**src/rtl/updi_mem_access_ctrl.sv**
```systemverilog
// updi_mem_access_ctrl: single-byte STS/LDS sequencer over a UPDI interface.
// Optional retry-on-error path is enabled by defining UPDI_MEM_CTRL_RETRY_EN.
package updi_pkg;
  typedef enum logic [2:0] {
    UPDI_LDS    = 3'b000,
    UPDI_LD     = 3'b001,
    UPDI_STS    = 3'b010,
    UPDI_ST     = 3'b011,
    UPDI_LDCS   = 3'b100,
    UPDI_REPEAT = 3'b101,
    UPDI_STCS   = 3'b110,
    UPDI_KEY    = 3'b111
  } updi_instruction;
endpackage

module updi_mem_access_ctrl
  import updi_pkg::*;
#(
  parameter int MAX_DATA_SIZE  = 16,
  parameter int DATA_ADDR_BITS = $clog2(MAX_DATA_SIZE),
  parameter int WDOG_CLKS      = 4096,
  parameter int MAX_RETRIES    = 2
) (
  input  logic                          clk,
  input  logic                          rst,
  input  logic                          req_valid,
  output logic                          req_ready,
  input  logic                          req_write,
  input  logic [15:0]                   req_addr,
  input  logic [7:0]                    req_wdata,
  output logic                          resp_valid,
  input  logic                          resp_ready,
  output logic [7:0]                    resp_rdata,
  output logic [1:0]                    resp_err,
  output updi_instruction               ifc_instruction,
  output logic [1:0]                    ifc_size_a,
  output logic [1:0]                    ifc_size_b,
  output logic [1:0]                    ifc_ptr,
  output logic [3:0]                    ifc_cs_addr,
  output logic                          ifc_sib,
  output logic [1:0]                    ifc_size_c,
  output logic [MAX_DATA_SIZE-1:0][7:0] ifc_data,
  output logic [DATA_ADDR_BITS:0]       ifc_data_len,
  output logic [MAX_DATA_SIZE-1:0]      ifc_wait_ack_after,
  output logic                          ifc_tx_start,
  input  logic                          ifc_tx_ready,
  input  logic                          ifc_tx_done,
  output logic [DATA_ADDR_BITS-1:0]     ifc_rx_n_bytes,
  output logic                          ifc_rx_start,
  input  logic                          ifc_rx_ready,
  input  logic                          ifc_rx_done,
  input  logic                          ifc_rx_timeout,
  input  logic                          ifc_ack_error,
  input  logic [7:0]                    rx_fifo_data,
  input  logic                          rx_fifo_wr_en,
  output logic                          rx_fifo_full,
  output logic                          ifc_rst
);

  localparam int LW   = DATA_ADDR_BITS + 1;
  localparam int WD_W = (WDOG_CLKS > 2) ? $clog2(WDOG_CLKS) : 1;

  localparam logic [1:0] ERR_OK   = 2'b00;
  localparam logic [1:0] ERR_ACK  = 2'b01;
  localparam logic [1:0] ERR_TMO  = 2'b10;
  localparam logic [1:0] ERR_WDOG = 2'b11;

  typedef enum logic [2:0] {
    IDLE,
    LOAD,
    TX_START,
    TX_WAIT,
    RX_START,
    RX_WAIT,
    RECOVER,
    RESP
  } state_t;

  state_t state, state_nxt;

  logic            wr_q;
  logic [15:0]     addr_q;
  logic [7:0]      wdata_q;
  logic [7:0]      rx_q;
  logic [1:0]      err_q;
  logic [WD_W-1:0] wdog;
  logic            wdog_hit;
  logic            accept;
  logic            err_set;
  logic [1:0]      err_code;
  logic            retry_ok;

  function automatic logic is_wd(state_t s);
    return s inside {TX_START, TX_WAIT, RX_START, RX_WAIT};
  endfunction

  assign resp_valid   = (state == RESP);
  assign req_ready    = (state == IDLE) && !resp_valid;
  assign accept       = req_valid && req_ready;
  assign ifc_tx_start = (state == TX_START) && ifc_tx_ready;
  assign ifc_rx_start = (state == RX_START) && ifc_rx_ready;
  assign ifc_rst      = (state == RECOVER);
  assign wdog_hit     = (wdog == WD_W'(WDOG_CLKS - 1));

  assign ifc_instruction = wr_q ? UPDI_STS : UPDI_LDS;
  assign ifc_size_a      = 2'b01;
  assign ifc_size_b      = 2'b00;
  assign ifc_ptr         = 2'b00;
  assign ifc_cs_addr     = 4'h0;
  assign ifc_sib         = 1'b0;
  assign ifc_size_c      = 2'b00;
  assign rx_fifo_full    = 1'b0;

`ifdef UPDI_MEM_CTRL_RETRY_EN
  localparam int RW = $clog2(MAX_RETRIES + 1) + 1;

  logic [RW-1:0] retry_cnt;

  assign retry_ok = (retry_cnt < RW'(MAX_RETRIES));

  // Retry counter: cleared per request, bumped on each re-attempt.
  always_ff @(posedge clk) begin
    if (rst) begin
      retry_cnt <= '0;
    end else if (accept) begin
      retry_cnt <= '0;
    end else if (state == RECOVER && retry_ok) begin
      retry_cnt <= retry_cnt + 1'b1;
    end
  end
`else
  logic unused_retry;

  assign retry_ok     = 1'b0;
  assign unused_retry = (MAX_RETRIES >= 0);
`endif

  // State register.
  always_ff @(posedge clk) begin
    if (rst) begin
      state <= IDLE;
    end else begin
      state <= state_nxt;
    end
  end

  // Next-state logic; any failure funnels through RECOVER.
  always_comb begin
    state_nxt = state;
    err_set   = 1'b0;
    err_code  = ERR_OK;
    unique case (state)
      IDLE: begin
        if (accept) state_nxt = LOAD;
      end
      LOAD: begin
        state_nxt = TX_START;
      end
      TX_START: begin
        if (ifc_tx_ready) begin
          state_nxt = TX_WAIT;
        end else if (wdog_hit) begin
          err_set  = 1'b1;
          err_code = ERR_WDOG;
        end
      end
      TX_WAIT: begin
        if (ifc_ack_error) begin
          err_set  = 1'b1;
          err_code = ERR_ACK;
        end else if (ifc_tx_done) begin
          state_nxt = wr_q ? RESP : RX_START;
        end else if (wdog_hit) begin
          err_set  = 1'b1;
          err_code = ERR_WDOG;
        end
      end
      RX_START: begin
        if (ifc_rx_ready) begin
          state_nxt = RX_WAIT;
        end else if (wdog_hit) begin
          err_set  = 1'b1;
          err_code = ERR_WDOG;
        end
      end
      RX_WAIT: begin
        if (ifc_ack_error) begin
          err_set  = 1'b1;
          err_code = ERR_ACK;
        end else if (ifc_rx_timeout) begin
          err_set  = 1'b1;
          err_code = ERR_TMO;
        end else if (ifc_rx_done) begin
          state_nxt = RESP;
        end else if (wdog_hit) begin
          err_set  = 1'b1;
          err_code = ERR_WDOG;
        end
      end
      RECOVER: begin
        state_nxt = retry_ok ? LOAD : RESP;
      end
      RESP: begin
        if (resp_ready) state_nxt = IDLE;
      end
      default: begin
        state_nxt = IDLE;
      end
    endcase
    if (err_set) state_nxt = RECOVER;
  end

  // Phase watchdog: restarts on entering each bus phase.
  always_ff @(posedge clk) begin
    if (rst) begin
      wdog <= '0;
    end else if (state_nxt != state && is_wd(state_nxt)) begin
      wdog <= '0;
    end else if (is_wd(state)) begin
      wdog <= wdog + 1'b1;
    end
  end

  // Request latch, rx byte capture and error code.
  always_ff @(posedge clk) begin
    if (rst) begin
      wr_q    <= 1'b0;
      addr_q  <= '0;
      wdata_q <= '0;
      rx_q    <= '0;
      err_q   <= ERR_OK;
    end else begin
      if (accept) begin
        wr_q    <= req_write;
        addr_q  <= req_addr;
        wdata_q <= req_wdata;
        rx_q    <= '0;
        err_q   <= ERR_OK;
      end
      if (rx_fifo_wr_en) rx_q <= rx_fifo_data;
      if (err_set) err_q <= err_code;
    end
  end

  // Payload build for the current attempt.
  always_ff @(posedge clk) begin
    if (rst) begin
      ifc_data           <= '0;
      ifc_data_len       <= '0;
      ifc_wait_ack_after <= '0;
      ifc_rx_n_bytes     <= '0;
    end else if (state == LOAD) begin
      ifc_data    <= '0;
      ifc_data[0] <= addr_q[7:0];
      ifc_data[1] <= addr_q[15:8];
      if (wr_q) begin
        ifc_data[2]           <= wdata_q;
        ifc_data_len          <= LW'(3);
        ifc_wait_ack_after    <= '0;
        ifc_wait_ack_after[1] <= 1'b1;
        ifc_wait_ack_after[2] <= 1'b1;
        ifc_rx_n_bytes        <= '0;
      end else begin
        ifc_data_len       <= LW'(2);
        ifc_wait_ack_after <= '0;
        ifc_rx_n_bytes     <= DATA_ADDR_BITS'(1);
      end
    end
  end

  // Response registers, frozen for the whole RESP state.
  always_ff @(posedge clk) begin
    if (rst) begin
      resp_rdata <= '0;
      resp_err   <= ERR_OK;
    end else if (state_nxt == RESP && state != RESP) begin
      resp_err <= (state == RECOVER) ? err_q : ERR_OK;
      if (wr_q) begin
        resp_rdata <= '0;
      end else begin
        resp_rdata <= rx_fifo_wr_en ? rx_fifo_data : rx_q;
      end
    end
  end

endmodule

```
**config.mk**
```make
export PLATFORM = sky130hd
export DESIGN_NAME = updi_mem_access_ctrl
export DESIGN_NICKNAME = d
export VERILOG_FILES = /design/src/rtl/updi_mem_access_ctrl.sv
export SDC_FILE = /design/constraint.sdc
export NUM_CORES = 1
export LEC_CHECK = 0
export CORE_ASPECT_RATIO = 1.25
export CORE_MARGIN = 2
export CORE_UTILIZATION = 45
export DETAILED_ROUTE_END_ITERATION = 10
export GPL_ROUTABILITY_DRIVEN = 0
export HOLD_SLACK_MARGIN = 0.03
export PLACE_DENSITY = 0.87
export RECOVER_POWER = 50
export REMOVE_ABC_BUFFERS = 1
export SLEW_MARGIN = 0
export SYNTH_ARGS = -nofsm -noshare
export SYNTH_HDL_FRONTEND = slang
export SYNTH_SLANG_ARGS = --single-unit
```
**constraint.sdc**
```tcl
create_clock -name clk -period 2.8 [get_ports clk]
set_clock_uncertainty 0.15 [all_clocks]
set_input_delay 0.56 -clock clk [delete_from_list [all_inputs] [get_ports clk]]
set_output_delay 0.56 -clock clk [all_outputs]
set_load 0.03 [all_outputs]
```
# After elaboration in Yosys (flattened, before gate mapping)
# Index checks and enable logic that the tools add are counted.
[totals]
latch_bits = 0
mem_count = 0
ramBits = 0
inputBits = 44
output_inout_bits = 185
word_cells = 86
mem_bits_ro = 0
reg_bits = 109
[op_classes]
order_cmp = 0
mul = 0
muxes = 42
n_div = 0
bitwise = 0
shift = 0
n_reduce_logical = 13
addsub = 1
eq_ne = 15
[ops]
columns = ["op", "n"]
rows = [
  ["$mux 8", 5],
  ["$mux 3", 11],
  ["$mux 2", 13],
  ["$pmux 3 s8", 1],
  ["$eq 3x3->1 const B", 7],
  ["$add 12x1->12 const B", 1],
  ["$eq 12x12->1 const B", 1],
  ["$eq 3x2->1 const B", 4],
  ["$mux 1", 10],
  ["$pmux 2 s4", 1],
  ["$reduce_bool 4->1", 2],
  ["$logic_and 1x1->1", 6],
  ["$pmux 1 s4", 1],
  ["$reduce_bool 2->1", 2],
  ["$eq 3x1->1 const B", 1],
  ["$logic_not 3->1", 1],
  ["$ne 3x3->1", 1],
  ["$ne 3x3->1 const B", 1],
  ["$reduce_or 2->1", 1],
  ["$logic_not 1->1", 1],
]

# Longest topological paths before layout
# Gate-level depths: netlist of run 1.
[logic_depth]
word_depth = 11
ltp_mapped = 9
mapped_depth_nobuf = 7

# Worst setup path after synthesis of run 1
# No wires, ideal clock.
[synth_timing]
path_type = "flip-flop to flip-flop"
from = "reg state[0]"
to = "reg rx_q[4]"
slack_ns = 0.467
path_buffers = 3
setup_ns = 0.131
t_required_ns = 2.519
arrival_ns = 2.053
stages_incl_launch_ff = 8
synth_period_minus_slack_ns = 2.333
path_cell_list = "dfxtp_1 buf_4 buf_2 nor3_1 nand2_1 clkbuf_1 a21oi_1 nor3_1"
[synth_between]
elab_chain_cells = 5
elab_cells_between_ends = 6
classes_between = "1 x eq/ne; 5 x reduce/logical"
[synth_lines]
columns = ["element", "line_no", "text"]
rows = [
  ["start: declaration", "79", "state_t state, state_nxt;"],
  ["start signal: assignment", "143", "state <= state_nxt;"],
  ["$eq 3x3->1", "97", "assign resp_valid = (state == RESP);"],
  ["$logic_not 1->1", "98", "assign req_ready = (state == IDLE) && !resp_valid;"],
  ["$logic_and 1x1->1 *", "98", ""],
  ["via req_ready", "27", "output logic req_ready,"],
  ["$logic_and 1x1->1 *", "99", "assign accept = req_valid && req_ready;"],
  ["$reduce_bool 2->1 (no line) *", "n/a", ""],
  ["end signal: assignment", "240", "if (rx_fifo_wr_en) rx_q <= rx_fifo_data;"],
  ["end: declaration", "84", "logic [7:0] rx_q;"],
]
# The timed path passes the listed nets; every way through them passes the cells marked *.
# A chain may end at the register's enable or synchronous reset.

# Final worst setup path of run 1
[layout_timing]
from = "in ifc_rx_ready"
to = "out ifc_rx_start"
[layout_between]
elab_chain_cells = 1
[layout_lines]
columns = ["element", "line_no", "text"]
rows = [
  ["start: declaration", "50", "input logic ifc_rx_ready,"],
  ["$logic_and 1x1->1", "101", "assign ifc_rx_start = (state == RX_START) && ifc_rx_ready;"],
  ["end: declaration", "49", "output logic ifc_rx_start,"],
]
# No other way between the ends.

==> results of run 1 <==
## synthesized netlist by cell type, types with 2 or more instances
| library cell | n | area share |
|---|---|---|
| xor2_1 | 9 | 0.017 |
| xnor2_1 | 3 | 0.0055 |
| a31oi_1 | 2 | 0.0026 |
| nor3b_1 | 4 | 0.0063 |
| buf_1 | 2 | 0.0016 |
| buf_6 | 3 | 0.0071 |
| buf_4 | 147 | 0.23 |
| nor3_2 | 10 | 0.021 |
| nand4b_1 | 2 | 0.0037 |
| nand4_1 | 5 | 0.0066 |
| and2_1 | 3 | 0.0039 |
| nor3_1 | 10 | 0.010 |
| nand2b_1 | 8 | 0.010 |
| nor2_1 | 22 | 0.017 |
| buf_2 | 4 | 0.0042 |
| a21oi_1 | 65 | 0.068 |
| nand2_1 | 113 | 0.089 |
| clkbuf_1 | 20 | 0.016 |
| conb_1 | 2 | 0.0016 |
| and4_1 | 3 | 0.0055 |
| o211ai_1 | 2 | 0.0031 |
| mux2i_1 | 15 | 0.031 |
| o21ai_0 | 6 | 0.0063 |
| nor4b_2 | 2 | 0.0063 |
| nand3_1 | 15 | 0.016 |
| inv_1 | 2 | 0.0016 |
| nor2b_1 | 3 | 0.0039 |
| dfxtp_1 | 87 | 0.37 |
## final cells by class
cell class              instances  area share
clock buffers                  10     0.04147
clock inverters                 6     0.01269
inverters                       2    0.001360
multi-input cells             460      0.4172
flip-flops and latches         87      0.3159
well taps                     132     0.02991
repair buffers                103      0.1815
## power by group
part | internal, W | switching [W]
combinational | 0.000215 | 0.000574
clock | 0.000696 | 0.000494
sequential | 0.00131 | 0.0000540
total | 0.00222 | 0.00112
## per-stage QoR
stage	std cells	total power, W	area, um^2	hold WS [ps]
after floorplan	549	0.001918	4045	276.0
after global placement	784	0.002173	5229	286.5
after detailed placement	784	0.002182	5229	294.6
after CTS	800	0.003369	5528	302.0
after global routing	800	0.003492	5522	317.6
final	800	0.003339	5522	295.3
## metal layers
layer	track usage	part of all wire	vias up	routed length [um]
met2	0.2817	0.51	152	4919
met5	0	0	-	0
met3	0.02846	0.058	10	560
li1	-	-	1795	-
met4	0.05625	0.014	0	139
met1	0.2054	0.42	1639	4067
## placed cells by master, fill, tap and decap left out, types with 6 or more instances in the layout
| master | Yosys | final |
|---|---|---|
| nor3_2 | 10 | 11 |
| clkdlybuf4s50_1 | 0 | 55 |
| dfxtp_1 | 87 | 85 |
| nand3_1 | 15 | 15 |
| xor2_1 | 9 | 9 |
| a21oi_1 | 65 | 65 |
| nor2_1 | 22 | 22 |
| dlygate4sd3_1 | 0 | 31 |
| nor3_1 | 10 | 9 |
| o21ai_0 | 6 | 6 |
| nand2b_1 | 8 | 8 |
| clkbuf_16 | 0 | 9 |
| mux2i_1 | 15 | 15 |
| conb_1 | 2 | 140 |
| buf_4 | 147 | 11 |
| nand2_1 | 113 | 113 |
## logic make-up (layout without fill, tap and decap cells)
kind of cell / count (synthesis) / count (layout) / synth area share
mux: 15 / 15 / 0.03150
flops: 87 / 87 / 0.3654
simple gates: 207 / 207 / 0.2123
fa+ha+maj: 1 / 1 / 0.002624
buf+inv: 178 / 121 / 0.2617
compound gates: 84 / 84 / 0.09711
other cells: 2 / 140 / 0.001575
xor+xnor: 13 / 13 / 0.02782
## tightest hold or removal path, delay by kind of cell, from the launching register on
kind               cells  cell delay [ps]
and+or+nand+nor        1               50
DFF                    1              310
AOI/OAI and AO/OA      1               50
## timing repair
item | CTS | global route
resized for setup | 0 | 2
setup buffers | 0 | 0
setup endpoints to repair | 0 | 2
hold buffers | 0 | 0
## flip-flops by register name, indices dropped and copies added (netlist names)
signal          count
resp_rdata          8
wdata_q             8
ifc_data           24
wdog               12
ifc_data_len        2
rx_q                8
addr_q             16
wr_q                1
state               3
resp_err            2
err_q               2
ifc_rx_n_bytes      1
## worst paths after layout
path	to
setup / recovery	ifc_rx_start
hold / removal	ifc_data[16]
setup reg to reg	ifc_data[16]
hold reg to reg	ifc_data[16]
==> impl_metrics.json, run 1 <==
{
  "outcome": "finished, final reports clean",
  "tightest_slew_ps": 706.8,
  "ios": 229,
  "start_util": 0.4559,
  "via_count": 3596,
  "cts_buffers": 9,
  "post_drt_via_cell_ratio": 4.495,
  "antenna_found_initial": 0,
  "io_buffers": 88,
  "grt_pass1_wl_mm": 14.94,
  "cp_max_fo": 3,
  "grtUsageTotal": 0.1649,
  "multiInputGateArea_mm2": 0.002303,
  "hold_depth": 2,
  "seq_area_frac_synth": 0.3654,
  "die-height_um": 119.1,
  "fillers": 959,
  "p_per_area_mw_per_mm2": 604.7,
  "core_area_mm2": 0.01046,
  "crit_family": "buffers and inverters",
  "maxCapViolCount": 0,
  "cts_sinks": 87,
  "clk_pin_slew_worst_paths_ps": 70,
  "ir_drop_mv": 0.3401,
  "synth_async_sr_flop_share": 0,
  "fin_crit_sh": 0.9501,
  "fin_setup_tns_ps": 0,
  "synth_area_mm2": 0.004767,
  "r2r-start": "state[0]",
  "clockBufferDepth": 2,
  "syn_area_per_cell_um2": 8.121,
  "hpwlAfterDp_mm": 7.034,
  "drt_iter0_drc": 148,
  "firstDrtPassIters": 4,
  "cpMaxStageDelayCell": "clkdlybuf4s50_1",
  "worstRegToRegCells": 6,
  "yosys_register_bits": 87,
  "hold_class": "register to register",
  "crit_path_start_kind": "input pin",
  "drcViolationCount": 0,
  "slew-limit-headroom": 0.5272,
  "final_hold_viol_count": 0,
  "diodes": 0,
  "syn_inst": 587,
  "ys_warn_count": 0,
  "cp.required_ps": 2090,
  "p_leak_nw": 2.276,
  "fin_nets": 708,
  "cp-startpoint": "ifc_rx_ready",
  "slew_violations": 0,
  "seq_area_mm2": 0.001744,
  "synth.distinct_cells": 46,
  "setup_viol": 0,
  "end_kind": "primary output",
  "worst_hold_startpoint": "ifc_data[16]",
  "fin_crit_ps": 2660,
  "dp_slack_ps": 128.0,
  "crit_buf_inv": 2,
  "wl_mm": 9.687,
  "rows": 42,
  "worst_ep_arrival_time_ps": 1950,
  "gr-total-overflow": 0,
  "htreeDepth": 3,
  "postRouteAntennaNets": 0,
  "crit_top_cell": "clkdlybuf4s50_1",
  "drive_gt1_frac": 0.07784,
  "synth_edf_count": 0,
  "die_w_um": 96.06,
  "fin_util": 0.5280,
  "critPathKind": "input pin to primary output",
  "cts_tree": "built",
  "clock_latency_ps": 330,
  "rsz0062_at_grt": "false",
  "grt_max_degree": 38,
  "max_stage_delay_ps": 690,
  "syn_to_final_growth_pct": 15.83,
  "cp_cell_sequence": "clkdlybuf4s50_1 > nor3b_1 > clkdlybuf4s50_1",
  "finalWorstSetupSlack_ps": 139.8,
  "r2r_setup_slack_ps": 360,
  "grt_pass1_vias": 3071,
  "fmax_mhz": 375.9,
  "die-area_mm2": 0.01144,
  "cp_num_cells": 3,
  "clockRootBuffer": "clkbuf_16",
  "routedWlPerCell_um": 12.11,
  "synthFlopType": "dfxtp_1"
}
(Power assumes the default switching activity.)
==> inputs of run 2 (changes only) <==
HOLD_SLACK_MARGIN = 0.15   (was 0.03)
==> results of run 2 <==
No change in the layout: final DEF, timing and power equal those of run 1.
==> inputs of run 3 (changes only) <==
SLEW_MARGIN = 20   (was 0)
==> results of run 3 <==
No change in the layout: final DEF, timing and power equal those of run 1.
